File: config.mk
export PLATFORM = sky130hd
export DESIGN_NAME = fb_pixel_writer
export DESIGN_NICKNAME = d
export VERILOG_FILES = /design/src/rtl/fb_pixel_writer_pkg.sv /design/src/rtl/fb_pixel_writer_fifo.sv /design/src/rtl/fb_pixel_writer.sv
export SDC_FILE = /design/constraint.sdc
export NUM_CORES = 1
export LEC_CHECK = 0
export ABC_AREA = 1
export ABC_CLOCK_PERIOD_IN_PS = 3400
export BUFFER_PORTS_ARGS = -buffer_cell sky130_fd_sc_hd__buf_2
export CELL_PAD_IN_SITES_DETAIL_PLACEMENT = 1
export CELL_PAD_IN_SITES_GLOBAL_PLACEMENT = 2
export CORE_MARGIN = 2
export CORE_UTILIZATION = 37
export DETAILED_ROUTE_END_ITERATION = 10
export PLACE_DENSITY_LB_ADDON = 0.25
export SYNTH_ARGS = -nofsm -noshare
export SYNTH_HDL_FRONTEND = slang
export SYNTH_HIERARCHICAL = 1
export SYNTH_SLANG_ARGS = --single-unit
File: constraint.sdc
create_clock -name clk -period 3.4 [get_ports clk]
set_input_delay 0.17 -clock clk [delete_from_list [all_inputs] [get_ports clk]]
set_output_delay 0.17 -clock clk [all_outputs]
set_load 0.02 [all_outputs]
File: src/rtl/fb_pixel_writer_pkg.sv
// Shared render constants and the framebuffer write record.
//   H_RES/V_RES : visible resolution (H_RES is also the row stride)
//   CORDW/COLRW : coordinate and colour-index widths
//   ADDRW       : framebuffer address width
//   DEPTH/CNTW  : default write FIFO depth and statistics counter width
//   fb_wr_t     : one pending framebuffer write {addr, colr}
package fb_pixel_writer_pkg;

    localparam int CORDW = 10;
    localparam int COLRW = 4;
    localparam int H_RES = 640;
    localparam int V_RES = 480;
    localparam int ADDRW = 19;
    localparam int DEPTH = 4;
    localparam int CNTW  = 16;

    typedef struct packed {
        logic [ADDRW-1:0] addr;
        logic [COLRW-1:0] colr;
    } fb_wr_t;

endpackage

File: src/rtl/fb_pixel_writer_fifo.sv
// pix_fifo: synchronous show-ahead FIFO.
//   clk, rst   : clock, synchronous active-high reset (empties the FIFO)
//   push_i     : write din_i (accepted when not full, or when popping same edge)
//   din_i      : data in
//   pop_i      : drop the head (ignored when empty)
//   dout_o     : head entry, valid while !empty_o
//   full_o     : DEPTH entries held
//   empty_o    : no entries held
//   count_o    : entries held, 0..DEPTH
module pix_fifo
    import fb_pixel_writer_pkg::*;
#(
    parameter int  DEPTH = 4,
    parameter type T     = fb_wr_t
) (
    input  logic                     clk,
    input  logic                     rst,
    input  logic                     push_i,
    input  T                         din_i,
    input  logic                     pop_i,
    output T                         dout_o,
    output logic                     full_o,
    output logic                     empty_o,
    output logic [$clog2(DEPTH):0]   count_o
);

    localparam int PW = $clog2(DEPTH);

    T             mem_q [DEPTH];
    logic [PW:0]  wr_ptr_q, wr_ptr_d;
    logic [PW:0]  rd_ptr_q, rd_ptr_d;
    logic         do_push, do_pop;

    // Pointers carry one extra bit so full and empty differ; wrap is modulo 2*DEPTH.
    assign count_o = wr_ptr_q - rd_ptr_q;
    assign empty_o = (wr_ptr_q == rd_ptr_q);
    assign full_o  = (count_o == (PW+1)'(DEPTH));
    assign dout_o  = mem_q[rd_ptr_q[PW-1:0]];

    assign do_pop  = pop_i && !empty_o;
    assign do_push = push_i && (!full_o || do_pop);

    always_comb begin
        wr_ptr_d = wr_ptr_q;
        rd_ptr_d = rd_ptr_q;
        if (do_push) wr_ptr_d = wr_ptr_q + 1'b1;
        if (do_pop)  rd_ptr_d = rd_ptr_q + 1'b1;
    end

    always_ff @(posedge clk) begin
        if (rst) begin
            wr_ptr_q <= '0;
            rd_ptr_q <= '0;
        end else begin
            wr_ptr_q <= wr_ptr_d;
            rd_ptr_q <= rd_ptr_d;
        end
    end

    always_ff @(posedge clk) begin
        if (!rst && do_push) mem_q[wr_ptr_q[PW-1:0]] <= din_i;
    end

endmodule

File: src/rtl/fb_pixel_writer.sv
// fb_pixel_writer: clips renderer pixel strobes to the screen, converts them to
// linear framebuffer addresses and queues them toward an arbitrated write port.
//   clk, rst        : clock, synchronous active-high reset
//   px_valid/ready  : pixel handshake; px_ready drives the iterators' oe
//   px_x/px_y/colr  : pixel coordinate and colour
//   mem_req/grant   : head write pending / arbiter grant (commit on req && grant)
//   mem_addr/data   : head write address and colour
//   clr_stats       : zero both counters (wins over a same-edge increment)
//   idle            : stage register and FIFO both empty
//   n_written       : committed writes, saturating
//   n_clipped       : dropped off-screen pixels, saturating
module fb_pixel_writer #(
    parameter int CORDW = fb_pixel_writer_pkg::CORDW,
    parameter int COLRW = fb_pixel_writer_pkg::COLRW,
    parameter int H_RES = fb_pixel_writer_pkg::H_RES,
    parameter int V_RES = fb_pixel_writer_pkg::V_RES,
    parameter int ADDRW = fb_pixel_writer_pkg::ADDRW,
    parameter int DEPTH = fb_pixel_writer_pkg::DEPTH,
    parameter int CNTW  = fb_pixel_writer_pkg::CNTW
) (
    input  logic             clk,
    input  logic             rst,
    input  logic             px_valid,
    output logic             px_ready,
    input  logic [CORDW-1:0] px_x,
    input  logic [CORDW-1:0] px_y,
    input  logic [COLRW-1:0] px_colr,
    output logic             mem_req,
    input  logic             mem_grant,
    output logic [ADDRW-1:0] mem_addr,
    output logic [COLRW-1:0] mem_data,
    input  logic             clr_stats,
    output logic             idle,
    output logic [CNTW-1:0]  n_written,
    output logic [CNTW-1:0]  n_clipped
);

    localparam int PW = $clog2(DEPTH);

    typedef struct packed {
        logic [ADDRW-1:0] addr;
        logic [COLRW-1:0] colr;
    } wr_t;

    logic             stage_v_q, stage_v_d;
    wr_t              stage_q, stage_d;
    logic [CNTW-1:0]  n_written_q, n_written_d;
    logic [CNTW-1:0]  n_clipped_q, n_clipped_d;

    logic             fifo_full, fifo_empty;
    logic [PW:0]      fifo_count;
    wr_t              head;

    logic             accept, in_bounds, pop;
    logic [ADDRW-1:0] lin_addr;

    // Occupancy (FIFO + stage) must stay below DEPTH so a staged pixel always
    // has a slot; registers only, no path from px_valid or mem_grant.
    assign px_ready = !rst && !fifo_full &&
                      !(stage_v_q && (fifo_count == (PW+1)'(DEPTH - 1)));

    assign accept    = px_valid && px_ready;
    assign in_bounds = (int'(px_x) < H_RES) && (int'(px_y) < V_RES);
    assign lin_addr  = ADDRW'(px_y) * ADDRW'(H_RES) + ADDRW'(px_x);

    assign mem_req  = !fifo_empty;
    assign pop      = mem_req && mem_grant;
    assign mem_addr = head.addr;
    assign mem_data = head.colr;
    assign idle     = !stage_v_q && fifo_empty;

    assign n_written = n_written_q;
    assign n_clipped = n_clipped_q;

    always_comb begin
        stage_v_d = accept && in_bounds;
        stage_d   = stage_q;
        if (accept) begin
            stage_d.addr = lin_addr;
            stage_d.colr = px_colr;
        end
    end

    always_comb begin
        n_written_d = n_written_q;
        n_clipped_d = n_clipped_q;
        if (clr_stats) begin
            n_written_d = '0;
            n_clipped_d = '0;
        end else begin
            if (pop && (n_written_q != '1))
                n_written_d = n_written_q + 1'b1;
            if (accept && !in_bounds && (n_clipped_q != '1))
                n_clipped_d = n_clipped_q + 1'b1;
        end
    end

    always_ff @(posedge clk) begin
        if (rst) begin
            stage_v_q   <= 1'b0;
            n_written_q <= '0;
            n_clipped_q <= '0;
        end else begin
            stage_v_q   <= stage_v_d;
            n_written_q <= n_written_d;
            n_clipped_q <= n_clipped_d;
        end
    end

    always_ff @(posedge clk) begin
        stage_q <= stage_d;
    end

    pix_fifo #(
        .DEPTH (DEPTH),
        .T     (wr_t)
    ) u_fifo (
        .clk     (clk),
        .rst     (rst),
        .push_i  (stage_v_q),
        .din_i   (stage_q),
        .pop_i   (pop),
        .dout_o  (head),
        .full_o  (fifo_full),
        .empty_o (fifo_empty),
        .count_o (fifo_count)
    );

endmodule

# Yosys cells after proc, flatten, opt, wreduce, memory -nomap -nowiden
# Memory sizes are Yosys's and may differ from the RTL's. A register that Yosys moved wholly into a read port is not among the register bits.
# Cells that the tools add are included.
# W data, S select, Z words.
[op_classes]
addsub = 6
multipliers = 1
div = 0
magnitude_cmp = 2
n_eq_ne = 5
shift = 0
n_mux = 4
bitwise_logic = 0
n_reduce_logical = 22
[op_table]
columns = ["operator", "n"]
rows = [
  ["$add A16 B1 Y16 const B", 2],
  ["$ne A16 B16 Y1 const B", 2],
  ["$add A19 B10 Y19", 1],
  ["$logic_and A1 B1 Y1", 14],
  ["$mul A10 B3 Y12 const B", 1],
  ["$lt A10 B10 Y1 const B", 1],
  ["$lt A10 B9 Y1 const B", 1],
  ["$add A3 B1 Y3 const B", 2],
  ["$logic_not A1 Y1", 6],
  ["$mux W2", 2],
  ["$eq A3 B2 Y1 const B", 1],
  ["$eq A3 B3 Y1", 1],
  ["$eq A3 B3 Y1 const B", 1],
  ["$sub A3 B3 Y3", 1],
  ["$mux W1", 2],
  ["$reduce_or A2 Y1", 1],
  ["$logic_or A1 B1 Y1", 1],
]
[totals]
regBits = 62
latch_bits = 0
ram_bits = 92
mem_bits_ro = 0
input_bits = 29
out_inout_bits = 58
word_cells = 48
memories = 1
[mem_list]
columns = ["name", "words", "word_bits", "rd", "rd_clocked_by_memory_dff", "wr", "line_no", "source"]
rows = [
  ["u_fifo.mem_q", 4, 23, 1, 1, 1, "fb_pixel_writer_fifo.sv:29", "T mem_q [DEPTH];"],
]

# Longest topological paths before layout
[depth]
ltp_word = 9
mapped_depth = 16
mapped_depth_nobuf = 16

# By module
# The synthesis kept the hierarchy.
[by_module_without_submodules]
columns = ["mod", "instances", "cells_each", "area_each_um2", "seq_area_each_um2"]
rows = [
  ["pix_fifo", 1, 296, 3930.0, 2922.8],
  ["fb_pixel_writer", 1, 431, 3345.7, 1351.3],
]

# Worst setup path after synthesis
# OpenSTA, ideal clock, no wires.
[synth_path]
path_type = "reg-to-reg"
startpoint = "register u_fifo.wr_ptr_q[0]"
endpoint = "memory u_fifo/mem_q[2][0] (netlist name), enable pin"
setup_time_ps = 403
t_arrival_ps = 2497
required_ps = 2997
setup_slack_ps = 501
path_stages_with_launch = 12
path_buffers = 0
period_less_slack_ps = 2899
path_cell_list = "dfxtp_1 > inv_1 > ha_1 > nand2_1 > inv_1 > nand3_2 > inv_1 > nor2_1 > nand2_4 > nand3_4 > nand3_1 > nor2_1"
[synth_between]
elab_chain_len = 9
word_cells_on_any_way = 12
classes_between = "add/sub: 1; eq/ne: 2; mux: 2; reduce/logical: 7"
[synth_lines]
columns = ["element", "line_no", "source"]
rows = [
  ["start, declared", "fb_pixel_writer_fifo.sv:30", "logic [PW:0] wr_ptr_q, wr_ptr_d;"],
  ["start signal, assigned", "fb_pixel_writer_fifo.sv:55", "wr_ptr_q <= wr_ptr_d;"],
  ["$eq A3 B3 Y1", "fb_pixel_writer_fifo.sv:36", "assign empty_o = (wr_ptr_q == rd_ptr_q);"],
  ["net fifo_empty", "fb_pixel_writer.sv:50", "logic fifo_full, fifo_empty;"],
  ["$logic_not A1 Y1", "fb_pixel_writer.sv:66", "assign mem_req = !fifo_empty;"],
  ["$logic_and A1 B1 Y1", "fb_pixel_writer.sv:67", "assign pop = mem_req && mem_grant;"],
  ["net pop", "fb_pixel_writer.sv:54", "logic accept, in_bounds, pop;"],
  ["$logic_and A1 B1 Y1", "fb_pixel_writer_fifo.sv:40", "assign do_pop = pop_i && !empty_o;"],
  ["$logic_or A1 B1 Y1", "fb_pixel_writer_fifo.sv:41", "assign do_push = push_i && (!full_o || do_pop);"],
  ["$logic_and A1 B1 Y1", "fb_pixel_writer_fifo.sv:41", ""],
  ["$logic_and A1 B1 Y1", "fb_pixel_writer_fifo.sv:61", "if (!rst && do_push) mem_q[wr_ptr_q[PW-1:0]] <= din_i;"],
  ["$mux W1", "fb_pixel_writer_fifo.sv:61", ""],
  ["$mux W1 (not written as such)", "fb_pixel_writer_fifo.sv:61", ""],
  ["end, declared", "fb_pixel_writer_fifo.sv:29", ""],
]
# The timed path passes the listed nets, and every way through them passes these cells.

# Final worst setup path
[layout_path]
startpoint = "register u_fifo.wr_ptr_q[0]"
endpoint = "register n_clipped_q[7] (netlist: n_clipped[7])"
[layout_between]
elab_chain_len = 8
word_cells_on_any_way = 11
classes_between = "add/sub: 1; eq/ne: 2; reduce/logical: 8"
[layout_lines]
columns = ["element", "line_no", "source"]
rows = [
  ["$sub A3 B3 Y3", "fb_pixel_writer_fifo.sv:35", "assign count_o = wr_ptr_q - rd_ptr_q;"],
  ["net fifo_count[1]", "fb_pixel_writer.sv:51", "logic [PW:0] fifo_count;"],
  ["$eq A3 B3 Y1", "fb_pixel_writer_fifo.sv:37", "assign full_o = (count_o == (PW+1)'(DEPTH));"],
  ["net fifo_full", "fb_pixel_writer.sv:50", ""],
  ["$logic_not A1 Y1", "fb_pixel_writer.sv:59", "assign px_ready = !rst && !fifo_full &&"],
  ["$logic_and A1 B1 Y1 (2 in series)", "fb_pixel_writer.sv:59", ""],
  ["$logic_and A1 B1 Y1", "fb_pixel_writer.sv:62", "assign accept = px_valid && px_ready;"],
  ["$logic_and A1 B1 Y1 (2 in series)", "fb_pixel_writer.sv:93", "if (accept && !in_bounds && (n_clipped_q != '1))"],
  ["end signal, assigned", "fb_pixel_writer.sv:106", "n_clipped_q <= n_clipped_d;"],
  ["end, declared", "fb_pixel_writer.sv:48", "logic [CNTW-1:0] n_clipped_q, n_clipped_d;"],
]
# The timed path passes the listed nets, and every way through them passes these cells.
# A chain may end at the register's enable or synchronous reset.

==> Flow_metrics.wiki <==
{| class="wikitable"
! Metric !! Value
|-
| Area added between synthesis and finish || 19.40%
|-
| Power Density || 494.2 mW/mm^2
|-
| Placed insts || 1067
|-
| Post-layout util || 44.78%
|-
| Worst setup EP type || register
|-
| Switching share of power || 25.72%
|-
| Synth area leaders || edfxtp_1, dfxtp_1, nand2_1
|-
| Number of nets with antenna violations after routing || 0
|-
| Worst Max-Slew Pin Slew || 0.9844 ns
|-
| Unrepaired setup endpoints after global routing || no
|-
| Total count of hold-check failures in the final report || 0
|-
| Area fraction of the dominant cell type after synthesis || 47.46%
|-
| Sum of routed wire length over all layers || 17.54 mm
|-
| Area of the core || 0.01940 mm^2
|-
| Reported net switching power || 1.104 mW
|-
| Number of antenna violations at the first check in global routing || 0
|-
| Post-route DRC violation count || 0
|-
| # rows || 51
|-
| Sinks on the clock net || 156
|-
| Period utilisation layout || 82.86%
|-
| H-tree depth reported by CTS || 4
|-
| Synth Instances || 727
|-
| Share of power burned in combinational logic || 8.1%
|-
| Number of port buffers || 86
|-
| Vertical die dimension || 144.2 um
|-
| Number of setup buffers added after CTS || 0
|-
| Share of post-route cells with drive strength above 1 || 18.58%
|-
| Result of the run || completed
|-
| Clock insertion delay at the later pin of the skew report || 0.43 ns
|-
| Pwr Total || 4.293 mW
|-
| Total GRT Usage || 17.64%
|-
| Post-synthesis sequential area ratio || 58.74%
|-
| Sequential fraction of design power || 49.2%
|-
| Max clock buf depth || 2
|-
| Cell area after technology mapping || 0.007276 mm^2
|-
| # fillers || 2218
|-
| Syn avg cell area || 10.01 um^2
|-
| Setup tns final || 0 ns
|-
| Average wire length per cell after detail routing || 15.81 um
|-
| Initial core utilization || 37.51%
|-
| Maximum number of pins on one net before global-route repair || 47
|-
| Total iterations of the first detailed-routing run || 5
|-
| Placed inst area || 0.008001 mm^2
|-
| Fmax || 0.3549 GHz
|-
| Total number of vias || 5381
|-
| Kind of start point of the critical path || register
|-
| Overall die area || 0.02080 mm^2
|-
| Number of nets in the final layout || 892
|-
| Internal Power || 3.189 mW
|-
| WS Path Type || register to register
|-
| Highest-count cells in the layout ignoring fill and taps || nand2_1, edfxtp_1, nor2_1
|-
| Peak supply drop || 0.0004209 V
|-
| Required time worst endpoint || 3.74 ns
|-
| CTS tree || built
|-
| # IOs || 87
|-
| Post-DR vias/cell || 4.848
|-
| Worst path arrival time || 3.16 ns
|-
| Final instance area || 0.008687 mm^2
|-
| Max_slew headroom || 34.30%
|-
| HPWL reported at the end of detailed placement || 11.86 mm
|-
| Period minus WS final || 2.817 ns
|-
| Total of warnings raised by yosys || 6
|-
| Syn Nets || 787
|-
| Total global routing overflow || 0
|-
| Clock transition time at the flip-flop clock pins of the worst setup and hold paths || 0.07 ns
|-
| Overall die width || 144.2 um
|-
| Number of cells in the finished layout apart from fillers || 1110
|-
| Final setup skew || 0.009514 ns
|-
| First-pass GRT wire length || 28.26 mm
|-
| Max-slew violation total from the final report || 0
|-
| Clock root cell || clkbuf_16
|-
| Clock power frac || 42.6%
|-
| Number of CTS-inserted buffers || 17
|-
| Number of maximum-capacitance constraint violations || 0
|-
| Total inserted antenna cells || 0
|-
| Cell leakage power || 3.413 nW
|-
| Library cell occupying the most area in the post-synthesis netlist || edfxtp_1
|-
| Number of global-route vias before repair || 5592
|-
| Setup violators final || 0
|-
| Total of flip-flops plus latches after synthesis || 156
|-
| Highest net fanout along the worst path || 17
|-
| Starting DRT DRC Count || 302
|-
| Weighted congestion reported at the end of routability-driven placement || 0.7689
|-
| Post-synthesis cell type count || 38
|-
| Hold Path Class || input port to register
|}
==> stage by stage <==
step | hold WS, ns | setup slack [ns]
floorplan | 0.2461 | 0.5005
global placement | 0.3559 | 0.6546
detailed placement | 0.3557 | 0.5903
CTS | 0.0009066 | 0.5579
global route | 0.009821 | 0.2511
finish | 0.006238 | 0.5826
==> per-layer routing <==
metal	vias to the layer above	part of all wire, %	track usage [%]	routed length [um]
li1	2674	-	-	-
met5	-	0	0	0
met1	2615	45	21.54	7917
met2	79	51	31.70	8940
met4	0	1.0	4.905	178
met3	13	2.9	3.576	508
==> worst max-delay path, cell delays in order (launching register included) <==
cell	delay (ns)
dfxtp_1	0.35
inv_1	0.12
ha_1	0.15
inv_1	0.05
fa_1	0.53
nor2_1	0.10
a21boi_0	0.13
inv_1	0.08
nand4_1	0.14
nor2_1	0.31
nand2_4	0.23
inv_2	0.28
nand2_1	0.13
a21oi_2	0.13
==> cell usage after synthesis <==
| library cell | count |
|---|---|
| o21ai_1 | 1 |
| nand4_1 | 8 |
| a21oi_1 | 21 |
| buf_6 | 1 |
| and2_1 | 2 |
| a21o_1 | 1 |
| nor3b_1 | 2 |
| dfxtp_1 | 41 |
| nand2_2 | 10 |
| o21ai_0 | 61 |
| nand3_1 | 34 |
| a31oi_1 | 1 |
| nand2_1 | 115 |
| nor3_1 | 11 |
| o21bai_1 | 2 |
| buf_12 | 1 |
| clkinv_1 | 1 |
| nor2_2 | 2 |
| xor2_1 | 17 |
| clkbuf_1 | 10 |
| nor2_1 | 107 |
| inv_1 | 76 |
| nand3_4 | 2 |
| ha_1 | 28 |
| inv_2 | 2 |
| nand2_4 | 2 |
| o22ai_1 | 23 |
| nor3_2 | 1 |
| xnor2_1 | 7 |
| buf_2 | 6 |
| edfxtp_1 | 115 |
| nor3_4 | 1 |
| nand3_2 | 1 |
| o21a_1 | 1 |
| fa_1 | 3 |
| a21oi_2 | 8 |
| nand3b_1 | 1 |
| a21boi_0 | 1 |
==> final cells by class <==
class	instances	area [um^2]	area share, %
multi-input cells	474	2616	30.12
clock inverters	15	150.1	1.728
clock buffers	17	425.4	4.897
well taps	265	331.6	3.817
flip-flops and latches	156	4274	49.20
inverters	79	296.5	3.414
repair buffers	104	593.1	6.827
==> power by group through the flow <==
stage	sequential [mW]	combinational [mW]	clock, mW
after global placement	2.15	0.335	0
after CTS	2.11	0.359	1.87
final	2.11	0.349	1.83
after detailed placement	2.16	0.347	0
after floorplan	2.15	0.240	0
after global routing	2.12	0.401	1.94
==> worst paths after layout <==
kind | startpoint | endpoint | slack (ns) | cells after the start
hold / removal | rst | u_fifo/rd_ptr_q[2] | 0.006 | 2
setup / recovery | u_fifo/wr_ptr_q[0] | n_clipped[7] | 0.58 | 13
hold reg to reg | stage_q[1] | u_fifo/mem_q[1][1] | 0.50 | 0
setup reg to reg | u_fifo/wr_ptr_q[0] | n_clipped[7] | 0.58 | 13
==> state kept, by name, indices dropped and copies added (netlist names), named ones only <==
name             count
u_fifo/mem_q        92
n_written           16
stage_q             23
n_clipped           16
u_fifo/wr_ptr_q      3
stage_v_q            1
u_fifo/rd_ptr_q      3
==> kinds of logic (layout without fill, tap and decap cells) <==
| kind of cell | after synthesis | count (layout) | synth area share (%) |
|---|---|---|---|
| and+or+nand+nor | 299 | 299 | 18.04 |
| DFF | 156 | 156 | 58.74 |
| AOI/OAI and AO/OA | 120 | 120 | 9.252 |
| buffers and inverters | 97 | 215 | 5.434 |
| adders and majority gates | 31 | 31 | 5.641 |
| xor gates and xnor gates | 24 | 24 | 2.889 |
==> timing repair <==
item	in CTS	in global routing
gates resized for setup	0	0
hold endpoints to repair	11	0
hold buffers	11	0
setup endpoints to repair	0	0
(Power assumes the default switching activity.)
